==> config.mk <==
export PLATFORM = sky130hd
export DESIGN_NAME = mult_arbiter_flat
export DESIGN_NICKNAME = d
export VERILOG_FILES = /design/src/rtl/mult_arbiter_if.sv /design/src/rtl/mult_arbiter.sv /design/src/flat_wrapper.sv
export SDC_FILE = /design/constraint.sdc
export NUM_CORES = 1
export LEC_CHECK = 0
export ABC_AREA = 1
export ABC_CLOCK_PERIOD_IN_PS = 1900
export BUFFER_PORTS_ARGS = -buffer_cell sky130_fd_sc_hd__buf_4
export CAP_MARGIN = 20
export CORE_ASPECT_RATIO = 1.4
export CORE_MARGIN = 8
export CORE_UTILIZATION = 39
export DETAILED_ROUTE_END_ITERATION = 8
export GPL_TIMING_DRIVEN = 0
export PLACE_DENSITY = 0.79
export SLEW_MARGIN = 40
export SYNTH_ARGS = -nofsm -noshare
export SYNTH_HDL_FRONTEND = slang
export SYNTH_SLANG_ARGS = --single-unit
==> constraint.sdc <==
create_clock -name clk -period 1.9 [get_ports clk]
set_clock_uncertainty 0.1 [all_clocks]
set_input_delay 0.19 -clock clk [delete_from_list [all_inputs] [get_ports clk]]
set_output_delay 0.19 -clock clk [all_outputs]
set_load 0.01 [all_outputs]
==> src/rtl/mult_arbiter_if.sv <==
// mult_arbiter_if: requester, multiplier and response signals of one shared multiplier.
interface mult_arbiter_if #(
    parameter int NUM_REQ = 4,
    parameter int WIDTH_A = 18,
    parameter int WIDTH_B = 18,
    parameter int WIDTH_P = 36
);
    logic [NUM_REQ-1:0]         req_valid;
    logic [NUM_REQ-1:0]         req_ready;
    logic [NUM_REQ*WIDTH_A-1:0] req_a;
    logic [NUM_REQ*WIDTH_B-1:0] req_b;
    logic [WIDTH_A-1:0]         mult_a;
    logic [WIDTH_B-1:0]         mult_b;
    logic                       mult_ce;
    logic [WIDTH_P-1:0]         mult_p;
    logic [NUM_REQ-1:0]         rsp_valid;
    logic [WIDTH_P-1:0]         rsp_p;
    logic                       busy;
    modport master (
        output req_valid, req_a, req_b, mult_p,
        input  req_ready, mult_a, mult_b, mult_ce, rsp_valid, rsp_p, busy
    );
    modport slave (
        input  req_valid, req_a, req_b, mult_p,
        output req_ready, mult_a, mult_b, mult_ce, rsp_valid, rsp_p, busy
    );
endinterface

==> src/rtl/mult_arbiter.sv <==
// mult_arbiter: round-robin sharing of one free-running pipelined multiplier among NUM_REQ requesters.
// Define MULT_ARB_FIXED_PRI_EN for fixed priority (lowest valid index wins, no pointer).
module mult_arbiter #(
    parameter int NUM_REQ      = 4,
    parameter int WIDTH_A      = 18,
    parameter int WIDTH_B      = 18,
    parameter int WIDTH_P      = 36,
    parameter int MULT_LATENCY = 2
) (
    input logic           clk,
    input logic           rst,
    mult_arbiter_if.slave bus
);
    localparam int IW = $clog2(NUM_REQ);
    logic                            issue;
    logic                            any_lo;
    logic                            any_hi;
    logic [IW-1:0]                   ptr;
    logic [IW-1:0]                   idx_lo;
    logic [IW-1:0]                   idx_hi;
    logic [IW-1:0]                   grant_idx;
    logic [MULT_LATENCY-1:0]         tag_v;
    logic [MULT_LATENCY-1:0][IW-1:0] tag_i;
    logic [NUM_REQ-1:0]              rsp_valid;
    logic [WIDTH_P-1:0]              rsp_p;
`ifdef MULT_ARB_FIXED_PRI_EN
    assign ptr = '0;
`else
    always_ff @(posedge clk) begin
        if (rst) ptr <= '0;
        else if (issue) ptr <= (grant_idx == IW'(NUM_REQ - 1)) ? '0 : grant_idx + 1'b1;
    end
`endif
    // Lowest valid index at/above ptr wins; otherwise the lowest valid index (wrap-around).
    always_comb begin
        any_lo = 1'b0;
        any_hi = 1'b0;
        idx_lo = '0;
        idx_hi = '0;
        for (int k = NUM_REQ - 1; k >= 0; k--) begin
            if (bus.req_valid[k]) begin
                any_lo = 1'b1;
                idx_lo = IW'(k);
                if (IW'(k) >= ptr) begin
                    any_hi = 1'b1;
                    idx_hi = IW'(k);
                end
            end
        end
        grant_idx = any_hi ? idx_hi : idx_lo;
        issue     = any_lo & ~rst;
    end
    assign bus.req_ready = issue ? NUM_REQ'(1) << grant_idx : '0;
    assign bus.mult_a    = issue ? bus.req_a[grant_idx*WIDTH_A +: WIDTH_A] : '0;
    assign bus.mult_b    = issue ? bus.req_b[grant_idx*WIDTH_B +: WIDTH_B] : '0;
    assign bus.mult_ce   = ~rst;
    always_ff @(posedge clk) begin
        if (rst) begin
            tag_v     <= '0;
            rsp_valid <= '0;
            rsp_p     <= '0;
        end else begin
            tag_v[0] <= issue;
            for (int k = 1; k < MULT_LATENCY; k++) tag_v[k] <= tag_v[k-1];
            rsp_valid <= tag_v[MULT_LATENCY-1] ? NUM_REQ'(1) << tag_i[MULT_LATENCY-1] : '0;
            if (tag_v[MULT_LATENCY-1]) rsp_p <= bus.mult_p;
        end
    end
    always_ff @(posedge clk) begin
        tag_i[0] <= grant_idx;
        for (int k = 1; k < MULT_LATENCY; k++) tag_i[k] <= tag_i[k-1];
    end
    assign bus.rsp_valid = rst ? '0 : rsp_valid;
    assign bus.rsp_p     = rst ? '0 : rsp_p;
    assign bus.busy      = ~rst & (|tag_v | |rsp_valid);
endmodule
==> src/flat_wrapper.sv <==
// flat-port wrapper written by rule: the top's interface ports become plain ports
module mult_arbiter_flat 
#(
    parameter int NUM_REQ      = 4,
    parameter int WIDTH_A      = 18,
    parameter int WIDTH_B      = 18,
    parameter int WIDTH_P      = 36,
    parameter int MULT_LATENCY = 2
)
  (clk, rst, bus_req_valid, bus_req_a, bus_req_b, bus_mult_p, bus_req_ready, bus_mult_a, bus_mult_b, bus_mult_ce, bus_rsp_valid, bus_rsp_p, bus_busy);
  mult_arbiter_if #(.NUM_REQ(NUM_REQ), .WIDTH_A(WIDTH_A), .WIDTH_B(WIDTH_B), .WIDTH_P(WIDTH_P)) bus_i ();
  input logic clk;
  input logic rst;
  input wire logic [$bits(bus_i.req_valid)-1:0] bus_req_valid;
  input wire logic [$bits(bus_i.req_a)-1:0] bus_req_a;
  input wire logic [$bits(bus_i.req_b)-1:0] bus_req_b;
  input wire logic [$bits(bus_i.mult_p)-1:0] bus_mult_p;
  output wire logic [$bits(bus_i.req_ready)-1:0] bus_req_ready;
  output wire logic [$bits(bus_i.mult_a)-1:0] bus_mult_a;
  output wire logic [$bits(bus_i.mult_b)-1:0] bus_mult_b;
  output wire logic [$bits(bus_i.mult_ce)-1:0] bus_mult_ce;
  output wire logic [$bits(bus_i.rsp_valid)-1:0] bus_rsp_valid;
  output wire logic [$bits(bus_i.rsp_p)-1:0] bus_rsp_p;
  output wire logic [$bits(bus_i.busy)-1:0] bus_busy;
  assign bus_i.req_valid = bus_req_valid;
  assign bus_i.req_a = bus_req_a;
  assign bus_i.req_b = bus_req_b;
  assign bus_i.mult_p = bus_mult_p;
  assign bus_req_ready = bus_i.req_ready;
  assign bus_mult_a = bus_i.mult_a;
  assign bus_mult_b = bus_i.mult_b;
  assign bus_mult_ce = bus_i.mult_ce;
  assign bus_rsp_valid = bus_i.rsp_valid;
  assign bus_rsp_p = bus_i.rsp_p;
  assign bus_busy = bus_i.busy;
  mult_arbiter #(.NUM_REQ(NUM_REQ), .WIDTH_A(WIDTH_A), .WIDTH_B(WIDTH_B), .WIDTH_P(WIDTH_P), .MULT_LATENCY(MULT_LATENCY)) u_core (.clk(clk), .rst(rst), .bus(bus_i));
endmodule
==> Yosys cells after proc, flatten, opt, wreduce, memory -nomap -nowiden <==
Cells that the tools add are included.
{ "classes": {"addsub": 1, "mul": 1, "magnitude_cmp": 4, "n_eq_ne": 1, "shifts": 4, "mux": 31, "bitwise": 5, "n_reduce_logical": 3} }
{ "ops": {"columns": ["cell", "n"], "rows": [
  ["72-bit by 8-bit indexed part select with 18-bit output", 2],
  ["18-bit two-way mux", 2],
  ["36-bit two-way mux", 1],
  ["2-bit two-way mux", 14],
  ["1-bit two-way mux", 12],
  ["4-bit two-way mux", 2],
  ["1-bit by 2-bit << shifter with 4-bit output, first input constant", 2],
  ["2-bit by 4-bit multiplier with 6-bit output, second input constant", 1],
  ["1-bit by 2-bit greater-or-equal comparator with 1-bit output, first input constant", 2],
  ["2-bit greater-or-equal comparator, first input constant", 2],
  ["2-bit OR reduction", 2],
  ["4-bit OR reduction", 1],
  ["2-bit by 1-bit adder with 2-bit output, second input constant", 1],
  ["1-bit bitwise AND", 2],
  ["2-bit equality test, second input constant", 1],
  ["1-bit inverter", 2],
  ["1-bit bitwise OR", 1]
]} }
{ "word_totals": {"ff_bits": 48, "input_bits": 186, "wordCells": 56} }

==> Logic depth before layout (Yosys ltp) <==
Gate-level depths: netlist of the first run.
{ "logic_depth": {"word_depth": 13, "mapped_depth": 13, "depth_no_buf": 11} }

==> Worst setup path before layout of the first run <==
Ideal clock, no wire load.
{ "synth_timing": {"path_kind": "flip-flop to output port", "start": "register u_core.ptr[1]", "end": "output port bus_req_ready[3]", "arrival_time_ns": 1.604, "setup_slack_ns": 0.006, "path_stages_with_launch": 10, "path_buffers": 2, "path_cell_list": "dfxtp_1 > or2_4 > o211ai_4 > nand2_2 > buf_6 > buf_6 > inv_1 > ha_1 > inv_1 > nor2_1"} }
{ "synth_via": {"elab_chain_len": 12, "elab_cells_between_ends": 23, "classes_between": "4 x order compare; 1 x shift; 18 x mux"} }
{ "synth_rtl": {"columns": ["element", "line", "source"], "rows": [
  ["start, declared", "mult_arbiter.sv:18", "logic [IW-1:0] ptr;"],
  ["start signal, assigned", "mult_arbiter.sv:31", "else if (issue) ptr <= (grant_idx == IW'(NUM_REQ - 1)) ? '0 : grant_idx + 1'b1;"],
  ["2-bit greater-or-equal comparator", "mult_arbiter.sv:44", "if (IW'(k) >= ptr) begin"],
  ["2-bit two-way mux or 1-bit two-way mux (tied branches)", "mult_arbiter.sv:44", null],
  ["2-bit two-way mux or 1-bit two-way mux (tied branches)", "mult_arbiter.sv:41", "if (bus.req_valid[k]) begin"],
  ["2-bit two-way mux or 1-bit two-way mux (tied branches)", "mult_arbiter.sv:44", null],
  ["2-bit two-way mux or 1-bit two-way mux (tied branches)", "mult_arbiter.sv:41", null],
  ["2-bit two-way mux or 1-bit two-way mux (tied branches)", "mult_arbiter.sv:44", null],
  ["2-bit two-way mux or 1-bit two-way mux (tied branches)", "mult_arbiter.sv:41", null],
  ["2-bit two-way mux or 1-bit two-way mux (tied branches)", "mult_arbiter.sv:44", null],
  ["2-bit two-way mux or 1-bit two-way mux (tied branches)", "mult_arbiter.sv:41", null],
  ["2-bit two-way mux *", "mult_arbiter.sv:50", "grant_idx = any_hi ? idx_hi : idx_lo;"],
  ["net u_core.grant_idx[0]", "mult_arbiter.sv:21", "logic [IW-1:0] grant_idx;"],
  ["1-bit by 2-bit << shifter with 4-bit output *", "mult_arbiter.sv:53", "assign bus.req_ready = issue ? NUM_REQ'(1) << grant_idx : '0;"],
  ["4-bit two-way mux *", "mult_arbiter.sv:53", null],
  ["end, declared", "flat_wrapper.sv:18", "output wire logic [$bits(bus_i.req_ready)-1:0] bus_req_ready;"]
]} }
Mark *: on every way through the listed nets, which the timed path passes. The rest lies on a longest branch.

==> Worst setup path in the final report of the first run <==
{ "layout_timing": {"start": "register u_core.ptr[1]", "end": "output port bus_mult_b[6]"} }
{ "layout_via": {"elab_chain_len": 13, "elab_cells_between_ends": 24, "classes_between": "1 x mul; 4 x order compare; 1 x shift; 18 x mux"} }
{ "layout_rtl": {"columns": ["element", "line", "source"], "rows": [
  ["2-bit greater-or-equal comparator", "mult_arbiter.sv:44", null],
  ["2-bit two-way mux or 1-bit two-way mux (tied branches)", "mult_arbiter.sv:44", null],
  ["2-bit two-way mux or 1-bit two-way mux (tied branches)", "mult_arbiter.sv:41", null],
  ["2-bit two-way mux or 1-bit two-way mux (tied branches)", "mult_arbiter.sv:44", null],
  ["2-bit two-way mux or 1-bit two-way mux (tied branches)", "mult_arbiter.sv:41", null],
  ["2-bit two-way mux or 1-bit two-way mux (tied branches)", "mult_arbiter.sv:44", null],
  ["2-bit two-way mux or 1-bit two-way mux (tied branches)", "mult_arbiter.sv:41", null],
  ["2-bit two-way mux or 1-bit two-way mux (tied branches)", "mult_arbiter.sv:44", null],
  ["2-bit two-way mux or 1-bit two-way mux (tied branches)", "mult_arbiter.sv:41", null],
  ["2-bit two-way mux *", "mult_arbiter.sv:50", null],
  ["2-bit by 4-bit multiplier with 6-bit output *", "mult_arbiter.sv:55", "assign bus.mult_b = issue ? bus.req_b[grant_idx*WIDTH_B +: WIDTH_B] : '0;"],
  ["72-bit by 8-bit indexed part select with 18-bit output *", "mult_arbiter.sv:55", null],
  ["18-bit two-way mux *", "mult_arbiter.sv:55", null],
  ["end, declared", "flat_wrapper.sv:20", "output wire logic [$bits(bus_i.mult_b)-1:0] bus_mult_b;"]
]} }
Mark *: on every way between the ends. The rest lies on a longest branch, timed or not.

==> impl_results.md, run 1 <==
- Status: finished, violations left
- Failing checks: setup timing
- Final HPWL DP: 14,600 um
- RSZ-0062 raised after global routing: true
- First-pass GRT wire length: 26,900 um
- Fillers: 922
- Clk_lat worst skew: 0.28 ns
- Slew @ Worst Pin: 0.703 ns
- Yosys Warn Count: 0
- Vias per cell: 4.83
- Min setup slack post-route: -0.534 ns
- CTS HTree Levels: 2
- Layout Cells excl Fill: 1,123
- Initial antenna violation count: 1
- Crit path required time: 1.61 ns
- GRT Util Overall: 0.250
- Syn_area_per_cell: 5.59 um^2
- Routed via count: 5,424
- RePlAce Congestion: 0.923
- Placed Instances: 1,103
- Clock transition at the registers of the reported paths: 0.06 ns
- Yosys reg bits: 48
- Post-route cell area: 0.00664 mm^2
- Slew Limit Fails: 0
- Clock Tree Buf Depth: 2
- Final Power: 4.24 mW
- Cell row count: 43
- Max-cap violations: 0
- Final Setup Violations: 41
- Ports: 268
- Post-route DRC violation count: 0
- Cell area after synthesis: 0.00393 mm^2
- Relative slew slack: 0.531
- CTS tree: done
- Area leader, netlist: dfxtp_1
- Nets@finish: 1,176
- Detailed Route WL: 18,200 um
- Pwr/cell area: 639 mW/mm^2
- Overflow after GRT: 0
- Crit path kind: reg -> out
- Final Hold Fails: 0
- Crit path max fanout: 10
- Max VDD drop: 0.000325 V
- Die W: 101 um
- Setup TNS Final: -18.09 ns
- Initial Util: 0.399
- Fin crit share: 1.28
- Synth top area share: 0.245
- Worst min path class: in -> reg
- R2R Setup Slk: -0.05 ns
- DRT Pass-1 Iters: 5
- Die ar.: 0.0136 mm^2
- Post-route antenna net violation count: 0
- Layout area overhead: 69.2%
- Port Buffer Count: 266
- Highest clock rate: 0.411 GHz
- Post-synth net total: 892
- Drt wl/cell: 16.2 um
- Clock Sinks: 48
- Share of layout cells above drive strength 1: 0.367
- Seq/Total Area, Yosys: 0.245
- Hold_ws: 0.0317 ns
- CTS root buffer: clkbuf_16
- Synth area leaders: dfxtp_1, inv_1, nand3_1
- Critical Path Start Type: flip-flop
- Place WS: -0.421 ns
- Endpoint type of the worst setup path: primary output
- Post-synth cell types: 25
- Die height: 135 um
- Iteration-0 DRC count of the detailed router: 178
- Clock period minus worst slack: 2.43 ns
- Largest net degree at the start of global routing: 15
- Number of buffers created by CTS: 5
- DP Area: 0.00609 mm^2
- Arr. time, crit path: 2.14 ns
- Leakage: 3.68 nW
- Final Core Density: 0.675
- Post-Syn Instances: 702
- Vias in the first global route: 5,311
- Core area: 0.00985 mm^2
critical path: stages (launching register included):
cell and delay (ns):
dfxtp_2 0.33, or2_4 0.27, o211ai_4 0.30, nand2_4 0.10, buf_8 0.16, buf_12 0.13, buf_8 0.13, nand2_1 0.05
nand3_1 0.06, a21oi_1 0.16, buf_4 0.16
synth_stat cells (all sizes together):
cell type	number
o211ai	1
nand2	79
a21oi	77
buf	15
nand3b	36
nor2	123
o21ai	3
o31ai	1
clkbuf	35
inv	164
nand4	1
dfxtp	48
nor3	5
or2	1
ha	4
nand3	109
kinds of logic (layout without fill, tap and decap cells):
group                    after synthesis  after routing  share of synthesized area
adder cells (fa/ha/maj)                4              4                     0.0127
AND/OR/NAND/NOR                      354            354                      0.413
AO/OA/AOI/OAI                         82             82                      0.111
other                                  0              1                          0
buffers and inverters                214            499                      0.218
flip-flops                            48             48                      0.245
timing repair:
| item | CTS | global route |
|---|---|---|
| pin swaps | 4 | 14 |
| resized for setup | 37 | 65 |
| buffers inserted | 5 | 7 |
| hold endpoints to repair | 0 | 0 |
| hold buffers | 0 | 0 |
| cloned | 0 | 1 |
| endpoints found under the setup margin | 43 | 63 |
path summary, 6_finish.rpt:
kind                           end       startpoint  cells past startpoint
hold reg to reg    u_core.tag_i[3]  u_core.tag_i[1]                      0
setup / recovery     bus_mult_b[6]    u_core.ptr[1]                     10
setup reg to reg     u_core.ptr[1]    u_core.ptr[1]                      9
hold / removal    u_core.rsp_p[35]   bus_mult_p[35]                      3
layout make-up:
type                            instances  area (um^2)  share of cell area
Sequential cell                        48          963               0.145
Buffer                                 48          305              0.0460
Multi-Input combinational cell        440         2280               0.344
Tap cell                              135          169              0.0254
Clock buffer                            6          139              0.0209
Timing Repair Buffer                  279         2150               0.323
Antenna cell                            1         2.50            0.000377
Inverter                              164          623              0.0938
Clock inverter                          2         10.0             0.00151
placed cells by master, fill, tap and decap left out, drive strengths merged:
master,n
buf,302
ha,4
nand3b,36
nand3,109
nand2,79
diode,1
nor3,5
a21oi,77
inv,164
o211ai,1
o21ai,3
nand4,1
clkinv,2
or2,1
nor2,123
clkbuf,31
o31ai,1
dfxtp,48
registers in the layout, indices dropped and copies added (netlist names):
register / count
u_core.rsp_valid: 4
u_core.tag_i: 4
u_core.tag_v: 2
u_core.rsp_p: 36
u_core.ptr: 2
power by group:
part / total [mW] / switching (mW) / internal, mW
Combinational: 2.26 / 1.19 / 1.07
Sequential: 1.10 / 0.0296 / 1.07
Clock: 0.880 / 0.361 / 0.519
Total: 4.24 / 1.58 / 2.66
metal layers:
metal / wire, um / share of wire / up-vias / GRT usage
met5: 0 / 0 / - / 0
met1: 6350 / 0.35 / 2429 / 0.241
met4: 656 / 0.036 / 0 / 0.103
met3: 2060 / 0.11 / 36 / 0.108
met2: 9130 / 0.50 / 255 / 0.451
li1: - / - / 2704 / -
No activity file was read; power rests on OpenSTA's default activity.
==> inputs of run 2 (changes only) <==
--- a/config.mk
+++ b/config.mk
@@ -6,15 +6,15 @@
 export NUM_CORES = 1
 export LEC_CHECK = 0
 export ABC_AREA = 1
-export ABC_CLOCK_PERIOD_IN_PS = 1900
+export ABC_CLOCK_PERIOD_IN_PS = 3000
 export BUFFER_PORTS_ARGS = -buffer_cell sky130_fd_sc_hd__buf_4
 export CAP_MARGIN = 20
 export CORE_ASPECT_RATIO = 1.4
 export CORE_MARGIN = 8
-export CORE_UTILIZATION = 39
+export CORE_UTILIZATION = 45
 export DETAILED_ROUTE_END_ITERATION = 8
 export GPL_TIMING_DRIVEN = 0
-export PLACE_DENSITY = 0.79
+export PLACE_DENSITY = 0.86
 export SLEW_MARGIN = 40
 export SYNTH_ARGS = -nofsm -noshare
 export SYNTH_HDL_FRONTEND = slang
==> constraint.sdc (replaced) <==
create_clock -name clk -period 3 [get_ports clk]
set_clock_uncertainty 0.1 [all_clocks]
set_input_delay 0.3 -clock clk [delete_from_list [all_inputs] [get_ports clk]]
set_output_delay 0.3 -clock clk [all_outputs]
set_load 0.01 [all_outputs]
==> run 2 against run 1 <==
Effect of this change: the run now ends clean; sequential power is 37% lower; first-iteration DRC count is 25% higher; clock power is 36% lower; non-clock buffer count is 11 lower.
==> impl_results.md, run 2 (synthesis results as in run 1) <==
- Nets@finish: 1,165
- Biggest regs: u_core.rsp_p (36), u_core.rsp_valid (4), u_core.tag_i (4)
- Clock transition at the registers of the reported paths: 0.06 ns
- Status: finished clean
- Clk_lat worst skew: 0.29 ns
- Final HPWL DP: 14,300 um
- Sequential share of power: 0.280
- Slew Limit Fails: 0
- Die ar.: 0.0120 mm^2
- Number of diodes: 0
- Hold buffers post-CTS: 0
- Share of layout cells above drive strength 1: 0.299
- Port Buffer Count: 266
- Max-cap violations: 0
- Post-route DRC violation count: 0
- Relative slew slack: 0.644
- Setup TNS Final: 0 ns
- Iteration-0 DRC count of the detailed router: 222
- Most common cell after layout, fill and taps aside: buf_4
- RSZ-0062 raised after global routing: false
- DRT Pass-1 Iters: 5
- Sw power: 0.917 mW
- Overflow after GRT: 0
- RePlAce Congestion: 0.889
- First-pass GRT wire length: 26,100 um
- Core area: 0.00856 mm^2
- GRT Util Overall: 0.274
- Endpoint type of the worst setup path: primary output
- Layout area overhead: 58.0%
- Post-CTS Setup Bufs: 0
- Pwr/cell area: 401 mW/mm^2
- Buf+Inv Stages, Crit Path: 2
- Slowest library cell on the worst path: clkbuf_1
- Fin crit share: 0.889
- Largest Register: u_core.rsp_p
- Vias in the first global route: 5,117
- CTS HTree Levels: 2
- CTS tree: done
- Initial Util: 0.459
- Crit path required time: 2.60 ns
- Drt wl/cell: 16.0 um
- Cell row count: 40
- Detailed Route WL: 17,200 um
- Resized cells post-CTS: 0
- Max VDD drop: 0.000477 V
- Worst min path class: in -> reg
- Final Core Density: 0.725
- Number of buffers created by CTS: 5
- Clock share of power: 0.225
- Switch share: 0.369
- CTS root buffer: clkbuf_16
- Clock Sinks: 48
- Layout Cells excl Fill: 1,081
- CP Cell Sequence: or2_4, nor2_2, nor2_2, clkbuf_1, nand3_1, nand3_1, a21oi_1, buf_4
- Max incr delay on CP: 0.48 ns
- Placed Instances: 1,073
- Final Setup Violations: 0
- Hold_ws: 0.140 ns
- Combinational power share: 0.495
- Largest net degree at the start of global routing: 15
- Vias per cell: 4.95
- Slew @ Worst Pin: 0.534 ns
- Clock Tree Buf Depth: 2
- Final Hold Fails: 0
- Highest clock rate: 0.375 GHz
- Critical Path Start Type: flip-flop
- Clock period minus worst slack: 2.67 ns
- Die height: 127 um
- Ports: 268
- Crit path kind: reg -> out
- Max reg flops: 36
- Power Internal: 1.57 mW
- Crit path max fanout: 10
- Routed via count: 5,355
- Die W: 94.9 um
- Arr. time, crit path: 2.27 ns
- CP top delay family: simple AND/OR/NAND/NOR gates
- Post-route antenna net violation count: 0
- Initial antenna violation count: 0
- Leakage: 3.50 nW
- Commonest cells after routing, fill and taps aside: buf_4, inv_1, nor2_1, nand3_1, nand2_1
## run 2: cell types whose count changed in the layout (fill, tap and decap cells not counted), sizes merged
cell,change
clkinv,-2
clkbuf,+11
buf,-21
diode,-1
clkinvlp,+1
## run 2: through the flow
step                      area, um^2  power, mW  setup WS [ns]
after detailed placement        6050       1.93          0.600
after CTS                       6200       2.49          0.355
final                           6200       2.49          0.333
after global placement          6050       1.92          0.620
after global routing            6200       2.64          0.220
after floorplan                 3930       1.40          0.996
## run 2: worst reg2reg max path, delay by kind of cell (launching register included)
family                   cells  cell delay (ns)
adder cells (fa/ha/maj)      1             0.24
AND/OR/NAND/NOR              4             0.73
buffers and inverters        3             0.42
flip-flops                   1             0.36
AO/OA/AOI/OAI                2             0.25
## run 2: power groups by stage
stage | registers (mW) | clock network (mW) | logic, mW
2_1_floorplan | 0.705 | 0 | 0.691
3_3_place_gp | 0.707 | 0 | 1.21
3_5_place_dp | 0.710 | 0 | 1.22
4_1_cts | 0.696 | 0.569 | 1.23
5_1_grt | 0.699 | 0.585 | 1.35
6_report | 0.696 | 0.560 | 1.23
## run 2: per-layer routing
layer  vias up  GRT usage  share of wire
li1       2685          -              -
met1      2393      0.275           0.35
met2       248      0.496           0.50
met3        29      0.103           0.13
met4         0     0.0913          0.028
met5         -          0              0
## run 2: path summary, 6_finish.rpt
kind,to,from,slack [ns],cells after the start
worst max-delay path,bus_mult_a[7],u_core.ptr[0],0.33,8
worst min-delay path,u_core.rsp_p[10],bus_mult_p[10],0.14,3
worst max register to register,u_core.ptr[1],u_core.ptr[0],0.80,10
worst min register to register,u_core.tag_i[2],u_core.tag_i[0],0.23,0
## run 2: final cells by class
type                       count  area (um^2)
tap                          105          131
clock inverter                 1         7.51
inverter                     164          616
clock buffer                   7          143
sequential                    48          961
buffer                        50          241
fill                         792         2350
timing repair buffer         266         2000
multi-input combinational    440         2110
==> inputs of run 3 (changes only) <==
--- a/config.mk
+++ b/config.mk
@@ -15,6 +15,7 @@
 export DETAILED_ROUTE_END_ITERATION = 8
 export GPL_TIMING_DRIVEN = 0
 export PLACE_DENSITY = 0.86
+export SETUP_SLACK_MARGIN = 0.5
 export SLEW_MARGIN = 40
 export SYNTH_ARGS = -nofsm -noshare
 export SYNTH_HDL_FRONTEND = slang
==> run 3 against run 2 <==
Effect of this change: combinational power rose by 20%; worst setup slack better by 0.19 ns; largest cell class unchanged; worst hold slack got worse by 0.00080 ns.
==> impl_results.md, run 3 (synthesis results as in run 1) <==
- Status: finished clean
- Crit path kind: reg -> out
- Number of diodes: 0
- Critical Path Start Type: flip-flop
- FF/Latch Area: 963 um^2
- Cell row count: 40
- Relative slew slack: 0.520
- Worst min path class: in -> reg
- Switch share: 0.377
- Clock transition at the registers of the reported paths: 0.06 ns
- Initial antenna violation count: 0
- Vias per cell: 5.07
- Vias in the first global route: 5,160
- Crit path max fanout: 5
- R2R Setup Slk: 0.96 ns
- Max-cap violations: 0
- Leakage: 3.70 nW
- Share of layout cells above drive strength 1: 0.388
- Number of buffers created by CTS: 5
- Iteration-0 DRC count of the detailed router: 233
- Clock period minus worst slack: 2.48 ns
- Pwr/cell area: 407 mW/mm^2
- GRT Util Overall: 0.277
- Die height: 127 um
- Final Setup Violations: 0
- Endpoint type of the worst setup path: primary output
- Sequential share of power: 0.256
- Arr. time, crit path: 2.08 ns
- Die W: 94.9 um
- Fin crit share: 0.826
- Largest Register: u_core.rsp_p
- Slew Limit Fails: 0
- Max reg flops: 36
- Slew @ Worst Pin: 0.720 ns
- Min setup slack post-route: 0.522 ns
- Sw power: 1.03 mW
- Initial Util: 0.459
- First-pass GRT wire length: 26,400 um
- Clock Sinks: 48
- Largest net degree at the start of global routing: 15
- Clock Tree Buf Depth: 2
- Ports: 268
- Layout area overhead: 70.7%
- Most common cell after layout, fill and taps aside: buf_4
- CTS HTree Levels: 2
- Final Hold Fails: 0
- Hold buffers post-CTS: 0
- Multi-input logic area: 0.00241 mm^2
- CTS root buffer: clkbuf_16
- Core area: 0.00856 mm^2
- Crit path required time: 2.60 ns
- Post-route antenna net violation count: 0
- Clock share of power: 0.205
- Fillers: 716
- Routed via count: 5,523
- Clk_lat worst skew: 0.29 ns
- Biggest regs: u_core.rsp_p (36), u_core.rsp_valid (4), u_core.tag_i (4)
- Nets@finish: 1,173
- Final Core Density: 0.783
- CTS tree: done
- Drt wl/cell: 16.7 um
- Detailed Route WL: 18,200 um
- Highest clock rate: 0.404 GHz
- DRT Pass-1 Iters: 7
- Power Internal: 1.70 mW
- Port Buffer Count: 266
- Commonest cells after routing, fill and taps aside: buf_4, inv_1, nor2_1, nand3_1, nand2_1
- Setup TNS Final: 0 ns
- RePlAce Congestion: 0.889
- Combinational power share: 0.539
- RSZ-0062 raised after global routing: true
- Post-route DRC violation count: 0
- Place WS: 0.600 ns
- Final HPWL DP: 14,300 um
- Final Power: 2.73 mW
- Overflow after GRT: 0
- Die ar.: 0.0120 mm^2
- Max VDD drop: 0.000479 V
==> run 3: cell types whose count changed in the layout (fill, tap and decap cells not counted), sizes merged <==
| cell | previous run | this run |
|---|---|---|
| buf | 281 | 286 |
| clkbuf | 42 | 44 |
| o211ai | 1 | 2 |
==> run 3: timing repair <==
| item | 4_1_cts | 5_1_grt |
|---|---|---|
| gates resized for setup | 18 | 112 |
| buffers inserted | 1 | 3 |
| hold endpoints to repair | 0 | 0 |
| pin swaps | 2 | 27 |
| cloned | 1 | 3 |
| setup endpoints to repair | 40 | 40 |
==> run 3: layer usage <==
layer  share of wire  up-vias  track usage
met5               0        -            0
met1            0.33     2471        0.281
met4           0.032        0        0.105
met3            0.13       44        0.104
li1                -     2708            -
met2            0.50      300        0.495
==> run 3: cell type report <==
type,count,share of cell area
Sequential cell,48,0.144
Timing Repair Buffer,273,0.314
Clock buffer,7,0.0213
Multi-Input combinational cell,441,0.360
Clock inverter,1,0.00112
Buffer,50,0.0476
Inverter,164,0.0926
Tap cell,105,0.0196
==> run 3: final timing paths <==
| check | cells past startpoint | from | end |
|---|---|---|---|
| max | 9 | u_core.ptr[0] | bus_mult_a[13] |
| min | 3 | bus_mult_p[10] | u_core.rsp_p[10] |
| max reg2reg | 9 | u_core.ptr[0] | u_core.ptr[1] |
| min reg2reg | 0 | u_core.tag_i[1] | u_core.tag_i[3] |
==> run 3: worst max-delay path: stages (launching register included) <==
cell and delay, ns:
dfxtp_2 0.34, or2_4 0.29, o211ai_4 0.28, nand2_4 0.12
buf_12 0.16, clkbuf_16 0.15, nand2_4 0.05, nand3_2 0.06
a21oi_2 0.18, buf_4 0.16
==> run 3: through the flow <==
| stage | cell area, um^2 | hold WS, ns | instances |
|---|---|---|---|
| floorplan | 3930 | 0.210 | 702 |
| global placement | 6050 | 0.210 | 1073 |
| detailed placement | 6050 | 0.214 | 1073 |
| CTS | 6270 | 0.136 | 1083 |
| global route | 6700 | 0.158 | 1089 |
| finish | 6700 | 0.139 | 1089 |
==> run 3: power by group through the flow <==
stage,Clock (mW),Combinational (mW),Sequential (mW)
6_report,0.560,1.47,0.698
5_1_grt,0.585,1.59,0.701
4_1_cts,0.569,1.26,0.697
3_5_place_dp,0,1.22,0.710
3_3_place_gp,0,1.21,0.707
2_1_floorplan,0,0.691,0.705
